===== src/rtl/arith_pkg.sv =====
// Shared types and constants for the serial arithmetic blocks.
package arith_pkg;

    typedef enum logic [1:0] {
        IDLE  = 2'd0,
        SHIFT = 2'd1,
        DONE  = 2'd2
    } sub_state_t;

    localparam int unsigned DEFAULT_WIDTH = 8;

    // Bit-counter width for a WIDTH-bit serial operation (counts 0..WIDTH-1).
    function automatic int unsigned cnt_width(input int unsigned w);
        return (w < 2) ? 1 : $clog2(w);
    endfunction

endpackage


===== src/rtl/single_subtractor.sv =====
// One-bit full-subtractor cell: d = x - y - bin with borrow-out.
module single_subtractor (
    input  logic x,
    input  logic y,
    input  logic bin,
    output logic d,
    output logic bout
);

    assign d    = x ^ y ^ bin;
    assign bout = (~x & y) | (~(x ^ y) & bin);

endmodule


===== src/rtl/serial_subtractor.sv =====
// Bit-serial WIDTH-bit subtractor, LSB first, valid/ready on both sides.
// Signed overflow flag is built only when SERIAL_SUB_OVF_EN is defined.
module serial_subtractor
    import arith_pkg::*;
#(
    parameter int unsigned WIDTH = DEFAULT_WIDTH
) (
    input  logic             clk,
    input  logic             rst,
    input  logic             in_valid,
    output logic             in_ready,
    input  logic [WIDTH-1:0] x,
    input  logic [WIDTH-1:0] y,
    output logic             out_valid,
    input  logic             out_ready,
    output logic [WIDTH-1:0] d,
    output logic             borrow,
    output logic             ovf
);

    localparam int unsigned CNT_W = cnt_width(WIDTH);
    localparam int unsigned MSB   = WIDTH - 1;

    sub_state_t       r_state;
    sub_state_t       w_state_next;
    logic [WIDTH-1:0] r_x;
    logic [WIDTH-1:0] r_y;
    logic [WIDTH-1:0] r_res;
    logic [WIDTH-1:0] r_d;
    logic [CNT_W-1:0] r_cnt;
    logic             r_bin;
    logic             r_borrow;
    logic             r_out_valid;
    logic             w_xb;
    logic             w_yb;
    logic             w_db;
    logic             w_bout;
    logic             w_last;
    logic             w_load;
    logic             w_shift;
    logic             w_commit;
    logic             w_release;

    assign w_xb   = r_x[r_cnt];
    assign w_yb   = r_y[r_cnt];
    assign w_last = (r_cnt == CNT_W'(WIDTH - 1));

    single_subtractor u_cell (
        .x    (w_xb),
        .y    (w_yb),
        .bin  (r_bin),
        .d    (w_db),
        .bout (w_bout)
    );

    always_ff @(posedge clk or posedge rst) begin
        if (rst) begin
            r_state <= IDLE;
        end else begin
            r_state <= w_state_next;
        end
    end

    always_comb begin
        w_state_next = r_state;
        case (r_state)
            IDLE:    if (in_valid)                  w_state_next = SHIFT;
            SHIFT:   if (w_last)                    w_state_next = DONE;
            DONE:    if (r_out_valid && out_ready)  w_state_next = IDLE;
            default:                                w_state_next = IDLE;
        endcase
    end

    // DONE spends one cycle committing the result before out_valid rises.
    always_comb begin
        in_ready  = 1'b0;
        w_load    = 1'b0;
        w_shift   = 1'b0;
        w_commit  = 1'b0;
        w_release = 1'b0;
        case (r_state)
            IDLE: begin
                in_ready = 1'b1;
                w_load   = in_valid;
            end
            SHIFT: w_shift = 1'b1;
            DONE: begin
                w_commit  = ~r_out_valid;
                w_release = r_out_valid & out_ready;
            end
            default: ;
        endcase
    end

    always_ff @(posedge clk or posedge rst) begin
        if (rst) begin
            r_x         <= '0;
            r_y         <= '0;
            r_res       <= '0;
            r_cnt       <= '0;
            r_bin       <= 1'b0;
            r_d         <= '0;
            r_borrow    <= 1'b0;
            r_out_valid <= 1'b0;
        end else begin
            if (w_load) begin
                r_x   <= x;
                r_y   <= y;
                r_res <= '0;
                r_cnt <= '0;
                r_bin <= 1'b0;
            end
            if (w_shift) begin
                r_res <= {w_db, r_res[WIDTH-1:1]};
                r_bin <= w_bout;
                r_cnt <= r_cnt + CNT_W'(1);
            end
            if (w_commit) begin
                r_d         <= r_res;
                r_borrow    <= r_bin;
                r_out_valid <= 1'b1;
            end
            if (w_release) begin
                r_out_valid <= 1'b0;
            end
        end
    end

    assign d         = r_d;
    assign borrow    = r_borrow;
    assign out_valid = r_out_valid;

`ifdef SERIAL_SUB_OVF_EN
    logic r_ovf;

    always_ff @(posedge clk or posedge rst) begin
        if (rst) begin
            r_ovf <= 1'b0;
        end else if (w_commit) begin
            r_ovf <= (r_x[MSB] != r_y[MSB]) && (r_res[MSB] != r_x[MSB]);
        end
    end

    assign ovf = r_ovf;
`else
    assign ovf = 1'b0;
`endif

endmodule


===== config.mk =====
export PLATFORM = sky130hd
export DESIGN_NAME = serial_subtractor
export DESIGN_NICKNAME = d
export VERILOG_FILES = /design/src/rtl/arith_pkg.sv /design/src/rtl/single_subtractor.sv /design/src/rtl/serial_subtractor.sv
export SDC_FILE = /design/constraint.sdc
export NUM_CORES = 1
export LEC_CHECK = 0
export ABC_CLOCK_PERIOD_IN_PS = 2500
export BUFFER_PORTS_ARGS = -buffer_cell sky130_fd_sc_hd__buf_4
export CAP_MARGIN = 10
export CORE_ASPECT_RATIO = 1.75
export CORE_MARGIN = 3
export CORE_UTILIZATION = 52
export CTS_BUF_LIST = sky130_fd_sc_hd__clkbuf_8
export DETAILED_ROUTE_END_ITERATION = 7
export GPL_ROUTABILITY_DRIVEN = 1
export PLACE_DENSITY = 0.75
export SYNTH_ARGS = -nofsm -noshare
export SYNTH_HDL_FRONTEND = slang
export SYNTH_SLANG_ARGS = --single-unit

===== constraint.sdc =====
create_clock -name clk -period 2.5 [get_ports clk]
set_input_delay 0.125 -clock clk [delete_from_list [all_inputs] [get_ports clk]]
set_output_delay 0.125 -clock clk [all_outputs]
set_load 0.02 [all_outputs]

# After elaboration in Yosys (flattened, before gate mapping)
# Index checks and enable logic that the tools add are counted.
# Widths: inputs -> output; s select.
# op_classes
n_mux	21
n_eq_ne	6
order_cmp	1
n_reduce_logical	5
bitwise	9
n_addsub	1
# op_table
operator	count
$mux 8	2
$mux 1	11
$bmux 1 s3	2
$mux 2	3
$mux 3	2
$ne 2x2->1 const B	3
$pmux 2 s3	1
$lt 3x4->1 const B	1
$reduce_bool 2->1	2
$add 3x1->3 const B	1
$and 1x1->1	3
$eq 3x3->1 const B	1
$not 1->1	3
$reduce_and 3->1	1
$eq 2x1->1 const B	1
$eq 2x2->1 const B	1
$logic_not 2->1	1
$xor 1x1->1	2
$logic_and 1x1->1	1
$or 1x1->1	1
# word_totals
output_inout_bits	12
ff_bits	40
wordCells	52
input_bits	20

# Logic depth before layout (Yosys ltp)
# logic_depth
word_depth	7
ltp_mapped	6
ltp_nobuf	5

# Cells and area by module
# From an unflattened synthesis, not the netlist that was laid out.
# unflattened
cells_unflattened	134
area_unflattened_um2	1835.5
# by_module_without_submodules
module	instances	area_each_um2	seq_area_each_um2	cells_each
serial_subtractor	1	1804.2	1001.0	130
single_subtractor	1	31.3	0.0	4

# Worst setup path before layout
# No wires, ideal clock.
# synth_timing
kind	register to register
from	register r_cnt[0]
to	register r_res[7]
setup_ns	0.095
stages_incl_launch_ff	7
synth_period_minus_slack_ns	2.259
arrival_ns	2.164
required_time_ns	2.405
slack_ns	0.241
path_buffers	1
path_cell_list	dfrtp_1 > buf_6 > mux4_1 > mux2_2 > fa_1 > or3b_2 > o31ai_1
# synth_between
elab_chain_len	5
word_cells_on_any_way	7
cone_classes	mux: 5; bitwise: 2
# synth_lines
element	line	source
from (decl)	serial_subtractor.sv:30	logic [CNT_W-1:0] r_cnt;
from (signal assigned)	serial_subtractor.sv:116	r_cnt <= r_cnt + CNT_W'(1);
$bmux 1 s3, on equally long branches	serial_subtractor.sv:44, serial_subtractor.sv:45	
$mux 1, on equally long branches	serial_subtractor.sv:44, serial_subtractor.sv:45	
$xor 1x1->1 * (2 in a row)	single_subtractor.sv:10	assign d = x ^ y ^ bin;
$mux 8 *	serial_subtractor.sv:113	if (w_shift) begin
to (signal assigned)	serial_subtractor.sv:114	r_res <= {w_db, r_res[WIDTH-1:1]};
to (decl)	serial_subtractor.sv:28	logic [WIDTH-1:0] r_res;
# Every way passes the cells marked *; elsewhere a longest branch is shown, timed or not. The select of a mux whose other input is x is not followed.
# A chain may end at the register's enable or synchronous reset.

# Final worst setup path
# Ends and elaborated chain as after synthesis.

==> results.json <==
{
  "status": "completed",
  "initial_core_util": 0.561,
  "setup_viol": 0,
  "num_antenna_cells": 0,
  "ys_warn_count": 0,
  "drive_gt1_frac": 0.440,
  "path_buf_inv": 0,
  "cp_max_fo": 6,
  "drt-total-wl_um": 3230,
  "gp_congestion": 0.760,
  "leakagePower_uw": 0.00104,
  "syn_inst": 131,
  "critPathRequiredTime_ns": 2.70,
  "synth_area_leaders": "dfrtp_1 55%, mux2_2 17%, mux4_1 5.8%, o31ai_1 4.5%, nand3b_1 4.1%",
  "cts_made_buffers": 5,
  "die_area_um2": 4270,
  "post-route-util": 0.679,
  "syn2layout_area_growth_pct": 21.0,
  "crit_arrival_ns": 2.59,
  "yosysSeqAreaShare": 0.550,
  "final.setup.tns_ns": 0,
  "synth_cell_type_count": 23,
  "ir_drop_mv": 0.702,
  "cts_tree": "yes",
  "wire_per_inst_um": 15.5,
  "rsz0062_at_grt": "false",
  "slowest_stage": "mux4_1",
  "fill_cells": 262,
  "layout_min_cycle_time_ns": 2.38,
  "hold_viol": 0,
  "drtIter0Drc": 17,
  "power_density_nw_per_um2": 1260,
  "crit_family": "multiplexers",
  "path_cells": "mux4_1, mux2_2, fa_1, or3b_2, o31ai_1",
  "coreArea_um2": 3240,
  "syn-cell-area_um2": 1820,
  "clkLatencyLatePin_ns": 0.29,
  "finClkSkew_ns": 0.00984,
  "end_kind": "register",
  "holdBufCountCts": 1,
  "max_freq_mhz": 419,
  "cts-root-buf": "clkbuf_8",
  "drcViolationCount": 0,
  "cts_buffer_depth": 2,
  "synthTopCellsByCount": "40 x dfrtp_1, 28 x mux2_2, 13 x inv_1",
  "grt_pass1_wl_um": 5550,
  "dr.pass1.iters": 4,
  "ios": 32,
  "grt_max_degree": 41,
  "post_cts_buffers": 0,
  "netlist.top_cell.by_area": "dfrtp_1",
  "hold_class": "in -> reg",
  "die-height_um": 84.2,
  "track_usage": 0.177,
  "antenna_left": 0,
  "yosysMostFrequentCell": "dfrtp_1",
  "fp.dieW_um": 50.7,
  "finalNetCount": 188,
  "synth_edf_count": 0,
  "holdWs_ns": 0.0622,
  "clock_sinks": 40,
  "period_share": 0.954,
  "antenna_found_initial": 0,
  "syn-num-nets": 154,
  "worstSetupPathType": "reg -> reg",
  "num_rows": 27,
  "synthArstFlopShare": 1.00,
  "cts-htree-levels": 2,
  "num_vias": 1127,
  "viasPerCell": 5.39,
  "grt_pass1_vias": 1209,
  "portBuffers": 30,
  "ys.flop_type": "dfrtp_1",
  "synth_top_cell_area_share": 0.550,
  "avgSynthCellArea_um2": 13.9,
  "drv_cap": 0,
  "critPathMaxStageDelay_ns": 0.59,
  "ctsResizeCount": 0,
  "synth_seq_cells": 40,
  "worst_setup_path_start_kind": "register",
  "slew_violations": 0,
  "gr-total-overflow": 0,
  "hpwl_um": 2350,
  "clkTransAtPathRegs_ns": 0.07
}
## kinds of logic (layout without fill, tap and decap cells)
group / count (synthesis) / in the layout / synth area share
AO/OA/AOI/OAI: 14 / 14 / 0.0585
adder cells (fa/ha/maj): 3 / 3 / 0.0248
buffers and inverters: 23 / 58 / 0.0626
flip-flops: 40 / 40 / 0.550
multiplexers: 33 / 33 / 0.237
other: 1 / 1 / 0.00206
AND/OR/NAND/NOR: 17 / 17 / 0.0653
## power breakdown
part           internal [uW]  switching (uW)
clock                    292             213
sequential               950             209
combinational            634             484
## metal layers
metal,track usage,vias up,share of wire
li1,-,525,-
met1,0.171,566,0.35
met2,0.320,28,0.58
met3,0.0462,8,0.041
met4,0.105,0,0.023
met5,0,-,0
## cells in the final DEF, fill, tap and decap left out, drive strengths merged, types with 2 or more instances in the layout
cell type  synthesis  final
buf                7     36
clkbuf             3      5
dfrtp             40     40
ha                 2      2
inv               13     14
mux2              28     28
mux4               4      4
nand3b            10     10
nor2b              2      2
nor3b              2      2
o31ai             11     11
## registers in the layout (all words and copies together) (netlist names)
register	cells
r_y	8
r_bin	1
borrow	1
r_res	8
r_cnt	3
r_state	2
r_x	8
d	8
out_valid	1
## layout make-up
cell class | count | area [um^2] | share of cell area
Inverter | 13 | 48.8 | 0.0222
Sequential cell | 40 | 1000 | 0.455
Clock inverter | 3 | 38.8 | 0.0176
Clock buffer | 5 | 68.8 | 0.0313
Multi-Input combinational cell | 68 | 709 | 0.322
Tap cell | 43 | 53.8 | 0.0244
Timing Repair Buffer | 37 | 280 | 0.127
## worst paths after layout
path / from / end / slack (ns) / cells after the start
worst max register to register: r_cnt[0]$_DFFE_PP0P_ / r_res[7]$_DFFE_PP0P_ / 0.12 / 5
max in group asynchronous: rst / d[1]$_DFFE_PP0P_ / 1.65 / 4
worst min register to register: r_y[7]$_DFFE_PP0P_ / r_y[7]$_DFFE_PP0P_ / 0.51 / 1
min in group asynchronous: rst / out_valid$_DFFE_PP0P_ / 0.49 / 4
worst min-delay path: x[4] / r_x[4]$_DFFE_PP0P_ / 0.06 / 2
worst max-delay path: r_cnt[0]$_DFFE_PP0P_ / r_res[7]$_DFFE_PP0P_ / 0.12 / 5
## metrics by stage
stage / setup slack [ns] / instance area, um^2 / total power, uW / cells
floorplan: 0.241 / 1820 / 1980 / 131
global route: 0.0506 / 2200 / 2990 / 209
detailed placement: 0.0986 / 2080 / 2310 / 200
CTS: 0.0911 / 2200 / 2830 / 209
global placement: 0.170 / 2080 / 2230 / 200
finish: 0.116 / 2200 / 2780 / 209
No activity file was read; power rests on OpenSTA's default activity.
